$ cat config.mk
export PLATFORM = sky130hd
export DESIGN_NAME = button_event_gen
export DESIGN_NICKNAME = d
export VERILOG_FILES = /design/src/rtl/button_event_gen.sv
export SDC_FILE = /design/constraint.sdc
export NUM_CORES = 1
export LEC_CHECK = 0
export CAP_MARGIN = 20
export CORE_ASPECT_RATIO = 0.9
export CORE_MARGIN = 4
export CORE_UTILIZATION = 35
export CTS_CLUSTER_DIAMETER = 60
export CTS_CLUSTER_SIZE = 28
export DETAILED_ROUTE_END_ITERATION = 10
export DONT_BUFFER_PORTS = 1
export HOLD_SLACK_MARGIN = 0.06
export PLACE_DENSITY = 0.6
export SETUP_SLACK_MARGIN = 0.05
export SKIP_CTS_REPAIR_TIMING = 1
export SLEW_MARGIN = 20
export SYNTH_ARGS = -nofsm -noshare
export SYNTH_HDL_FRONTEND = slang
export SYNTH_SLANG_ARGS = --single-unit
export TNS_END_PERCENT = 1
$ cat constraint.sdc
create_clock -name clock_in -period 2.6 [get_ports clock_in]
set_input_delay 0.52 -clock clock_in [delete_from_list [all_inputs] [get_ports clock_in]]
set_output_delay 0.52 -clock clock_in [all_outputs]
set_load 0.005 [all_outputs]
$ cat src/rtl/button_event_gen.sv
// ---------------------------------------------------------------------------
// button_event_gen
//
// Turns a debounced, clock-synchronous button level into single-cycle UI
// events for downstream game/menu logic: press, release, long-press (hold)
// and auto-repeat. All outputs are registered.
//
// Optional feature macro: BUTTON_REPEAT_EN
//   defined     : repeat_out pulses on press and every REPEAT_CYCLES while held
//   not defined : repeat_out is tied low and the HELD state does not count
//
// Parameters
//   HOLD_CYCLES   : press duration (cycles) before the hold event fires, >= 2
//   REPEAT_CYCLES : auto-repeat period (cycles) while held, >= 2
//   CNT_W         : counter width, >= clog2(max(HOLD_CYCLES, REPEAT_CYCLES))
//
// Ports
//   clock_in    : system clock, rising edge
//   reset_in    : asynchronous, active-low reset
//   clean_in    : debounced button level, 1 = pressed
//   press_out   : one-cycle pulse on the press edge
//   release_out : one-cycle pulse on the release edge
//   hold_out    : one-cycle pulse when the press reaches HOLD_CYCLES
//   repeat_out  : one-cycle pulse on press and every repeat period while held
//   held_out    : level, high while in the HELD state
// ---------------------------------------------------------------------------
module button_event_gen #(
    parameter int HOLD_CYCLES   = 65_000_000,
    parameter int REPEAT_CYCLES = 6_500_000,
    parameter int CNT_W         = 27
) (
    input  logic clock_in,
    input  logic reset_in,
    input  logic clean_in,
    output logic press_out,
    output logic release_out,
    output logic hold_out,
    output logic repeat_out,
    output logic held_out
);

    // Elaboration-time sanity check of the parameter set. The counter must
    // be able to represent the largest terminal count it is compared with.
    localparam int MAX_CYCLES = (HOLD_CYCLES > REPEAT_CYCLES) ? HOLD_CYCLES
                                                              : REPEAT_CYCLES;

    generate
        if (HOLD_CYCLES < 2 || REPEAT_CYCLES < 2 || CNT_W < $clog2(MAX_CYCLES))
        begin : g_bad_params
            $error("button_event_gen: invalid HOLD_CYCLES/REPEAT_CYCLES/CNT_W");
        end
    endgenerate

    // Terminal counts pre-sized to the counter width so compares are exact.
    localparam logic [CNT_W-1:0] HOLD_LAST = CNT_W'(HOLD_CYCLES - 1);
    localparam logic [CNT_W-1:0] CNT_ONE   = CNT_W'(1);
`ifdef BUTTON_REPEAT_EN
    localparam logic [CNT_W-1:0] REPEAT_LAST = CNT_W'(REPEAT_CYCLES - 1);
`endif

    typedef enum logic [1:0] {
        IDLE    = 2'd0,
        PRESSED = 2'd1,
        HELD    = 2'd2
    } state_t;

    state_t           state;
    state_t           state_next;
    logic [CNT_W-1:0] cnt;
    logic [CNT_W-1:0] cnt_next;
    logic             press_next;
    logic             release_next;
    logic             hold_next;
    logic             repeat_next;
    logic             held_next;

    // State, counter and every output are registered together, so each event
    // appears exactly one edge after the input level that caused it. Reset
    // clears everything asynchronously, which drops held_out immediately.
    always_ff @(posedge clock_in or negedge reset_in) begin
        if (!reset_in) begin
            state       <= IDLE;
            cnt         <= '0;
            press_out   <= 1'b0;
            release_out <= 1'b0;
            hold_out    <= 1'b0;
            repeat_out  <= 1'b0;
            held_out    <= 1'b0;
        end else begin
            state       <= state_next;
            cnt         <= cnt_next;
            press_out   <= press_next;
            release_out <= release_next;
            hold_out    <= hold_next;
            repeat_out  <= repeat_next;
            held_out    <= held_next;
        end
    end

    // Next-state and next-output logic. A release is tested before any
    // threshold, so on the release cycle no hold or repeat pulse can fire.
    // Every threshold match also clears the counter, so it never wraps.
    always_comb begin
        state_next   = state;
        cnt_next     = cnt;
        press_next   = 1'b0;
        release_next = 1'b0;
        hold_next    = 1'b0;
        repeat_next  = 1'b0;

        case (state)
            IDLE: begin
                if (clean_in) begin
                    state_next = PRESSED;
                    cnt_next   = '0;
                    press_next = 1'b1;
`ifdef BUTTON_REPEAT_EN
                    repeat_next = 1'b1;
`endif
                end
            end

            PRESSED: begin
                if (!clean_in) begin
                    state_next   = IDLE;
                    release_next = 1'b1;
                    cnt_next     = '0;
                end else if (cnt == HOLD_LAST) begin
                    state_next = HELD;
                    cnt_next   = '0;
                    hold_next  = 1'b1;
                end else begin
                    cnt_next = cnt + CNT_ONE;
                end
            end

            HELD: begin
                if (!clean_in) begin
                    state_next   = IDLE;
                    release_next = 1'b1;
                    cnt_next     = '0;
                end else begin
`ifdef BUTTON_REPEAT_EN
                    if (cnt == REPEAT_LAST) begin
                        repeat_next = 1'b1;
                        cnt_next    = '0;
                    end else begin
                        cnt_next = cnt + CNT_ONE;
                    end
`else
                    // Without auto-repeat there is nothing to time in HELD.
                    cnt_next = '0;
`endif
                end
            end

            default: begin
                state_next = IDLE;
                cnt_next   = '0;
            end
        endcase

        // held_out mirrors the registered state, so it rises with hold_out
        // and falls on the same edge that raises release_out.
        held_next = (state_next == HELD);
    end

endmodule

* Yosys cells after proc, flatten, opt, wreduce, memory -nomap -nowiden
Index checks and enable logic that the tools add are counted.
W data, S select, Z words.
** Cells by class
- Reduce and logical (&&, ||, !) cells :: 2
- Mux-type cells :: 16
- Add/subtract/negate cells :: 1
- Equal/unequal tests :: 5
** Operator list (count)
- $mux W27 :: 3
- $pmux W27 S2 :: 1
- $add A27 B1 Y27 const B :: 1
- $eq A27 B26 Y1 const B :: 1
- $mux W2 :: 4
- $mux W1 :: 7
- $pmux W2 S3 :: 1
- $eq A2 B2 Y1 const B :: 2
- $eq A2 B1 Y1 const B :: 1
- $logic_not A2 Y1 :: 1
- $ne A2 B2 Y1 const B :: 1
- $reduce_or A2 Y1 :: 1
** Storage, ports and cells
- Word-level logic and storage cells :: 30
- Input port bits :: 3
- Register bits :: 33
- Output and inout port bits :: 5

* Longest topological paths before layout
Gate-level depths: netlist of run 1.
- Depth after elaboration :: 5
- Depth in mapped cells :: 8

* Worst setup path after synthesis of run 1
OpenSTA, ideal clock, no wires.
- Path kind :: reg-to-reg
- Start :: register cnt[11]
- End :: register cnt[11]
- Path slack :: 0.612 ns
- Cell stages (with the launch flop) :: 6
- Arrival :: 1.867 ns
- Data required time :: 2.479 ns
- Path buffers :: 1
- Cells stage by stage :: dfrtp_1 > or4b_4 > nor4_4 > a31oi_2 > buf_4 > a22o_1
** Between the ends
- Cells in the longest elaborated chain, start to end :: 4
- Elaborated cells on any way between the ends :: 5
** RTL lines
- start: declaration :: line 69 : logic [CNT_W-1:0] cnt;
- start signal: assignment :: line 91 : cnt <= cnt_next;
- $add A27 B1 Y27 or $eq A27 B26 Y1 (tied branches) :: line 133, 128
- $mux W27 * :: line 128 : end else if (cnt == HOLD_LAST) begin
- $mux W27 * :: line 124 : if (!clean_in) begin
- $pmux W27 S2 * :: line 111 : case (state)
Every way passes the cells marked *; elsewhere a longest branch is shown, timed or not.
A chain may end at the register's enable or synchronous reset.

* Worst setup path after layout of run 1
- Start :: register cnt[11]
- End :: register cnt[3]
** Between the ends
- Cells in the longest elaborated chain, start to end :: 4
** RTL lines (line)
- $eq A27 B26 Y1 :: 128
- $mux W27 :: 128
- $mux W27 :: 124
- $pmux W27 S2 :: 111
No other way between the ends.

==> summary.md, run 1 <==
| Metric | Value |
|---|---|
| Fmax | 473 MHz |
| Layout cells sized above 1 | 9.00% |
| Ys flop type | dfrtp_1 |
| I/O pin total | 8 |
| Leakage power | 0.833 nW |
| Final Skew | about 0.0037 ns |
| TritonCTS buffer count | 5 |
| Grt total ovfl | 0 |
| R2R Path End | cnt[3]$_DFFE_PN0P_ |
| Pwr/cell area | 625 nW/um^2 |
| HPWL after DPL | 2770 microns |
| Core area | about 5200 sq um |
| CTS clk-pin slew, worst paths | 0.07 ns |
| Ant. Diodes | 0 |
| Worst path max stage delay | 0.57 ns |
| Vias in the first global route | roughly 1500 |
| DR pass1 iterations | 4 |
| Post-Syn Area | roughly 1900 sq um |
| Cell area after layout | between 2000 and 2500 sq um |
| RR Startpoint | cnt[11]$_DFFE_PN0P_ |
| Synth warn | 0 |
| Die W | roughly 85 microns |
| Commonest non-fill, non-tap cell in the layout | dfrtp_1 |
| VDD IR max | 0.286 mV |
| Critical path peak fanout | 19 |
| Share of flip-flops with an asynchronous set or reset | 100% |
| Initial Utilization | 35.9% |
| R2R depth | 6 |
| Layout fillers | 510 |
| Drt drc | 0 |
| Mapped Nets | about 220 |
| Sequential share of the synthesized area | 44.0% |
| Drt first-iter violations | between 90 and 100 |
| RSZ-0062 raised after global routing | no |
| CTS max path bufs | 2 |
| Largest net degree at the start of global routing | 34 |
| Placer Congestion | ~0.81 |
| Post-layout util | 39.3% |
| Initial antenna violation count | 0 |
| Number of library cell types mapped by synthesis | 47 |
| Hold Path Cell Cnt | 1 |
| Min Clock Period, post-route | 2.11 ns |
| Hold Path Class | in -> reg |
| Routed Antenna Nets | 0 |
| Wirelength, routed | 4240 microns |
| Clock Tree Root | clkbuf_8 |
| Hold Path End | release_out$_DFF_PN0_ |
| Area growth, synth to finish | 9.40% |
| Crit path launch type | register |
| Slowest CP cell | or4b_4 |
| H-tree depth | 2 |
| Reg2reg setup slack | a little under 0.5 ns |
| Worst Hold Launch | clean_in |
| TritonCTS Sinks | 33 |
| Worst Setup Path Type | reg -> reg |
| All-layer global routing usage | 14.1% |
| Outcome | completed |
| Full die area | roughly 6600 sq um |
| Critical Path Sink Type | register |
| Mapped Cells | 207 |
| Commonest cells after routing, fill and taps aside | 33 x dfrtp_1, 25 x nand2_1, 25 x nand3_1, 11 x a21oi_1, 10 x o21ai_0 |
| CTS tree | built |
| #FFs+latches synth | 33 |
| Row cnt | 25 |
| EDFF count, synth | 0 |
| Worst slew pin tran | 0.645 ns |
| Worst rel slew slack | 56.6% |
| I/O Buffers | 0 |
| Vias per Instance | around 5.6 |
| WL per Instance | 15.2 microns |
| Clk Latency, worst-skew pair | a little under 0.3 ns |
| Fin Hold WS | 0.286 ns |
| Final setup viols | 0 |
| Synthesized area per cell | 9.07 sq um |
| Maxcap violations | 0 |
| Final Hold Viols | 0 |
| Final nets | 219 |
| Req. time, crit path | 2.76 ns |
| Worst-path cell chain | or4b_4, nor4_4, a31oi_2, buf_4, a41oi_1, a31oi_1 |
| Final period utilization | between 80 and 90% |
| Die Y | 77.5 microns |
| Vias after detailed routing | 1569 |
| Critical path arrival | 2.27 ns |
| Fin. max-slew vios | 0 |
| Global-route wire length before repair | a little over 7000 microns |
| Placement Cell Area | 1940 sq um |
| Setup TNS | 0 ns |
==> per-stage QoR <==
step           cells  worst slack, ns  total power, mW
5_1_grt          278            0.314             1.36
6_report         278            0.485             1.28
3_5_place_dp     269            0.499            0.877
2_1_floorplan    207            0.612            0.815
3_3_place_gp     269            0.529            0.872
4_1_cts          276            0.486             1.28
==> flip-flops by register name (all words and copies together), names as in the netlist <==
| signal | cells |
|---|---|
| cnt | 27 |
| state | 2 |
| held_out | 1 |
| hold_out | 1 |
| press_out | 1 |
| release_out | 1 |
==> cell usage after synthesis, drive strengths merged, types with 7 or more instances <==
| cell type | n | area (sq um) |
|---|---|---|
| a21oi | 11 | 55.1 |
| a31oi | 9 | 62.6 |
| dfrtp | 33 | 826 |
| inv | 8 | 30.0 |
| nand2 | 25 | 93.8 |
| nand3 | 25 | 125 |
| nor2 | 8 | 30.0 |
| o21ai | 12 | 63.8 |
| or3 | 7 | 43.8 |
==> worst max-delay path by stage <==
stage                                    from             endpoint  slack (ns)  cells past startpoint
final                     cnt[11]$_DFFE_PN0P_   cnt[3]$_DFFE_PN0P_        0.49                      6
after global routing       cnt[0]$_DFFE_PN0P_  cnt[12]$_DFFE_PN0P_        0.31                      6
after CTS                 cnt[11]$_DFFE_PN0P_   cnt[3]$_DFFE_PN0P_        0.49                      6
after detailed placement  cnt[11]$_DFFE_PN0P_   cnt[3]$_DFFE_PN0P_        0.50                      6
after global placement    cnt[11]$_DFFE_PN0P_   cnt[3]$_DFFE_PN0P_        0.53                      6
after floorplan           cnt[11]$_DFFE_PN0P_  cnt[11]$_DFFE_PN0P_        0.61                      5
==> power breakdown <==
group	total, mW	internal, mW	switching [mW]
combinational	0.298	0.104	0.194
clock	0.401	0.210	0.191
sequential	0.584	0.545	0.0395
==> per-layer routing <==
metal  track usage [%]  up-vias  share of wire [%]
met5                 0        -                  0
met1              18.9      766                 50
met3              3.50        5                4.4
met2              20.6       24                 44
li1                  -      774                  -
met4              7.91        0                1.4
==> critical path, delay by kind of cell, from the launching register on <==
kind                   cells  cell delay (ns)
DFF                        1             0.44
and+or+nand+nor            2             0.91
buffers and inverters      1             0.22
AOI/OAI and AO/OA          3             0.41
==> layout make-up <==
class / count / area [sq um] / share of cell area (%)
clock buffers: 7 / 86.3 / 4.20
inverters: 8 / 30.0 / 1.46
multi-input cells: 156 / 960 / 46.7
flip-flops and latches: 33 / 826 / 40.2
well taps: 67 / 83.8 / 4.08
repair buffers: 7 / 67.6 / 3.29
==> cell families after synthesis <==
logic type / synth area share, %
fa+ha+maj: 3.33
compound gates: 17.9
flops: 44.0
xor+xnor: 1.40
other cells: 0.200
simple gates: 28.3
buf+inv: 4.87
Power figures use the tool's default switching activity.
==> inputs of run 2 (changes only) <==
- PLACE_DENSITY: 0.6 -> 0.62
- clock period: 2.6 -> 1.75 ns (I/O delays scaled with it)
==> summary.md, run 2 (same netlist as run 1, synthesis figures left out) <==
| Metric | Value |
|---|---|
| Outcome | finished, violations left (was completed) |
| Violated checks | negative setup slack |
| Global-route wire length before repair | 8110 microns (was 7210 microns) |
| Fmax | 499 MHz (was 473 MHz) |
| Core area | 5220 sq um (unchanged) |
| H-tree depth | 2 (unchanged) |
| Layout fillers | 462 (was 510) |
| Drt first-iter violations | 119 (was 93) |
| Clock Tree Root | clkbuf_8 (unchanged) |
| RR Startpoint | cnt[11]$_DFFE_PN0P_ (unchanged) |
| CTS clk-pin slew, worst paths | 0.07 ns (about the same) |
| Worst path max stage delay | 0.54 ns (was 0.57 ns) |
| TritonCTS Sinks | 33 (unchanged) |
| Initial antenna violation count | 0 (unchanged) |
| Worst Hold Launch | clean_in (unchanged) |
| Combinational power share | 31.5% (was 23.3%) |
| Final period utilization | 115% (was 81.3%) |
| Commonest cells after routing, fill and taps aside | 56 x buf_4, 33 x dfrtp_1, 25 x nand2_1, 20 x nand3_1 (was 33 x dfrtp_1, 25 x nand2_1, 25 x nand3_1, 11 x a21oi_1, 10 x o21ai_0) |
| Critical path arrival | 2.17 ns (was 2.27 ns) |
| I/O pin total | 8 (unchanged) |
| Leakage power | 1.17 nW (was 0.833 nW) |
| CTS tree | built (unchanged) |
| R2R depth | 7 (was 6) |
| Ant. Diodes | 0 (unchanged) |
| Commonest non-fill, non-tap cell in the layout | buf_4 (was dfrtp_1) |
| Vias in the first global route | 1719 (was 1495) |
| Vias after detailed routing | 1818 (was 1569) |
| Layout cells sized above 1 | 35.4% (was 9.00%) |
| Crit path launch type | register (unchanged) |
| All-layer global routing usage | 15.3% (was 14.1%) |
| CTS max path bufs | 2 (unchanged) |
| Die Y | 77.5 microns (unchanged) |
| Clock power share | 32.0% (was 31.2%) |
| Crit. Startpoint | cnt[11]$_DFFE_PN0P_ (unchanged) |
| TritonCTS buffer count | 5 (unchanged) |
| Final nets | 275 (was 219) |
| Area growth, synth to finish | 42.3% (was 9.40%) |
| Routed Antenna Nets | 0 (unchanged) |
| Hold Path Class | in -> reg (unchanged) |
| Maxcap violations | 0 (unchanged) |
| DR pass1 iterations | 4 (unchanged) |
| Final Hold Viols | 0 (unchanged) |
| Worst Setup Path Type | reg -> reg (unchanged) |
| Final setup viols | 28 (was 0) |
| Cell area after layout | 2670 sq um (was 2050 sq um) |
| HPWL after DPL | 3190 microns (was 2770 microns) |
| Drt drc | 0 (unchanged) |
| Final Skew | 0.00531 ns (was 0.00373 ns) |
| Grt total ovfl | 0 (unchanged) |
| Clk Latency, worst-skew pair | 0.29 ns (about the same) |
| Sequential share of power | 36.5% (was 45.5%) |
| Initial Utilization | 35.9% (unchanged) |
| Largest net degree at the start of global routing | 34 (unchanged) |
| Wirelength, routed | 4890 microns (was 4240 microns) |
| Row cnt | 25 (unchanged) |
| CP endpoint | cnt[3]$_DFFE_PN0P_ (unchanged) |
| Pwr/cell area | 876 nW/um^2 (was 625 nW/um^2) |
| I/O Buffers | 0 (unchanged) |
| Hold Path Cell Cnt | 1 (unchanged) |
| Critical path peak fanout | 7 (was 19) |
| Switching share of power | 30.8% (was 33.1%) |
| Critical Path Sink Type | register (unchanged) |
| Fin. max-slew vios | 0 (unchanged) |
| VDD IR max | 0.387 mV (was 0.286 mV) |
| Die W | 85.2 microns (unchanged) |
| WL per Instance | 14.6 microns (was 15.2 microns) |
| Min Clock Period, post-route | 2.00 ns (was 2.11 ns) |
| Vias per Instance | 5.43 (was 5.64) |
| R2R Path End | cnt[3]$_DFFE_PN0P_ (unchanged) |
| Top flop regs | cnt x27, state x2 (unchanged) |
| Reg2reg setup slack | -0.25 ns (was 0.49 ns) |
| Reg with most FFs | cnt (unchanged) |
| Total internal power | 1.62 mW (was 859 uW) |
| Placer Congestion | 0.753 (was 0.808) |
| Worst-path cell chain | or4b_4, nor4_4, buf_4, a31oi_4, buf_12, a41oi_2, a31oi_1 (was or4b_4, nor4_4, a31oi_2, buf_4, a41oi_1, a31oi_1) |
| Placement Cell Area | 2340 sq um (was 1940 sq um) |
| Setup TNS | -5.06 ns (was 0 ns) |
| Req. time, crit path | 1.92 ns (was 2.76 ns) |
| Slowest CP cell | or4b_4 (unchanged) |
| Full die area | 6600 sq um (unchanged) |
| NetSw | 721 uW (was 424 uW) |
| Final worst setup slack | -0.255 ns (was 0.485 ns) |
| RSZ-0062 raised after global routing | yes (was no) |
| Max reg flops | 27 (unchanged) |
## run 2: how the worst min path moves through the flow
stage,slack (ns),endpoint
6_report,0.12,release_out$_DFF_PN0_
5_1_grt,0.11,release_out$_DFF_PN0_
4_1_cts,-0.26,cnt[16]$_DFFE_PN0P_
3_5_place_dp,0.06,cnt[16]$_DFFE_PN0P_
3_3_place_gp,0.06,cnt[16]$_DFFE_PN0P_
2_1_floorplan,0.05,cnt[0]$_DFFE_PN0P_
## run 2: final cells by class
cell class | instances | area, sq um | share of cell area (%)
Inverter | 8 | 30.0 | 1.12
Tap cell | 67 | 83.8 | 3.14
Multi-Input combinational cell | 156 | 1060 | 39.8
Sequential cell | 33 | 826 | 30.9
Clock inverter | 1 | 30.0 | 1.12
Timing Repair Buffer | 63 | 552 | 20.7
Clock buffer | 7 | 86.3 | 3.23
## run 2: per-stage QoR
step           total power [mW]  hold slack [ns]  util [%]  worst slack [ns]  cells
3_3_place_gp               1.45           0.0551      44.7            -0.255    319
3_5_place_dp               1.46           0.0551      44.7            -0.312    319
4_1_cts                    2.21           -0.263      47.0            -0.331    327
5_1_grt                    2.47            0.110      51.1            -0.327    335
2_1_floorplan              1.22           0.0544         -            -0.237    207
6_report                   2.34            0.122      51.1            -0.255    335
## run 2: power groups by stage
stage	Combinational (mW)	Clock [mW]	Sequential (mW)
2_1_floorplan	0.349	0	0.869
3_3_place_gp	0.586	0	0.866
3_5_place_dp	0.588	0	0.867
4_1_cts	0.595	0.767	0.852
5_1_grt	0.802	0.803	0.861
6_report	0.735	0.749	0.854
## run 2: per-layer routing
metal  vias to the layer above  routed length, microns  GRT usage [%]
li1                        884                       -              -
met1                       884                    2350           21.1
met2                        38                    2260           23.9
met3                        12                     163           3.18
met4                         0                     125           5.22
met5                         -                       0              0
## run 2: critical path: cells and delay by family, from the launching register on
kind / cells / cell delay [ns]
AOI/OAI and AO/OA: 3 / 0.37
DFF: 1 / 0.38
buffers and inverters: 2 / 0.38
and+or+nand+nor: 2 / 0.75
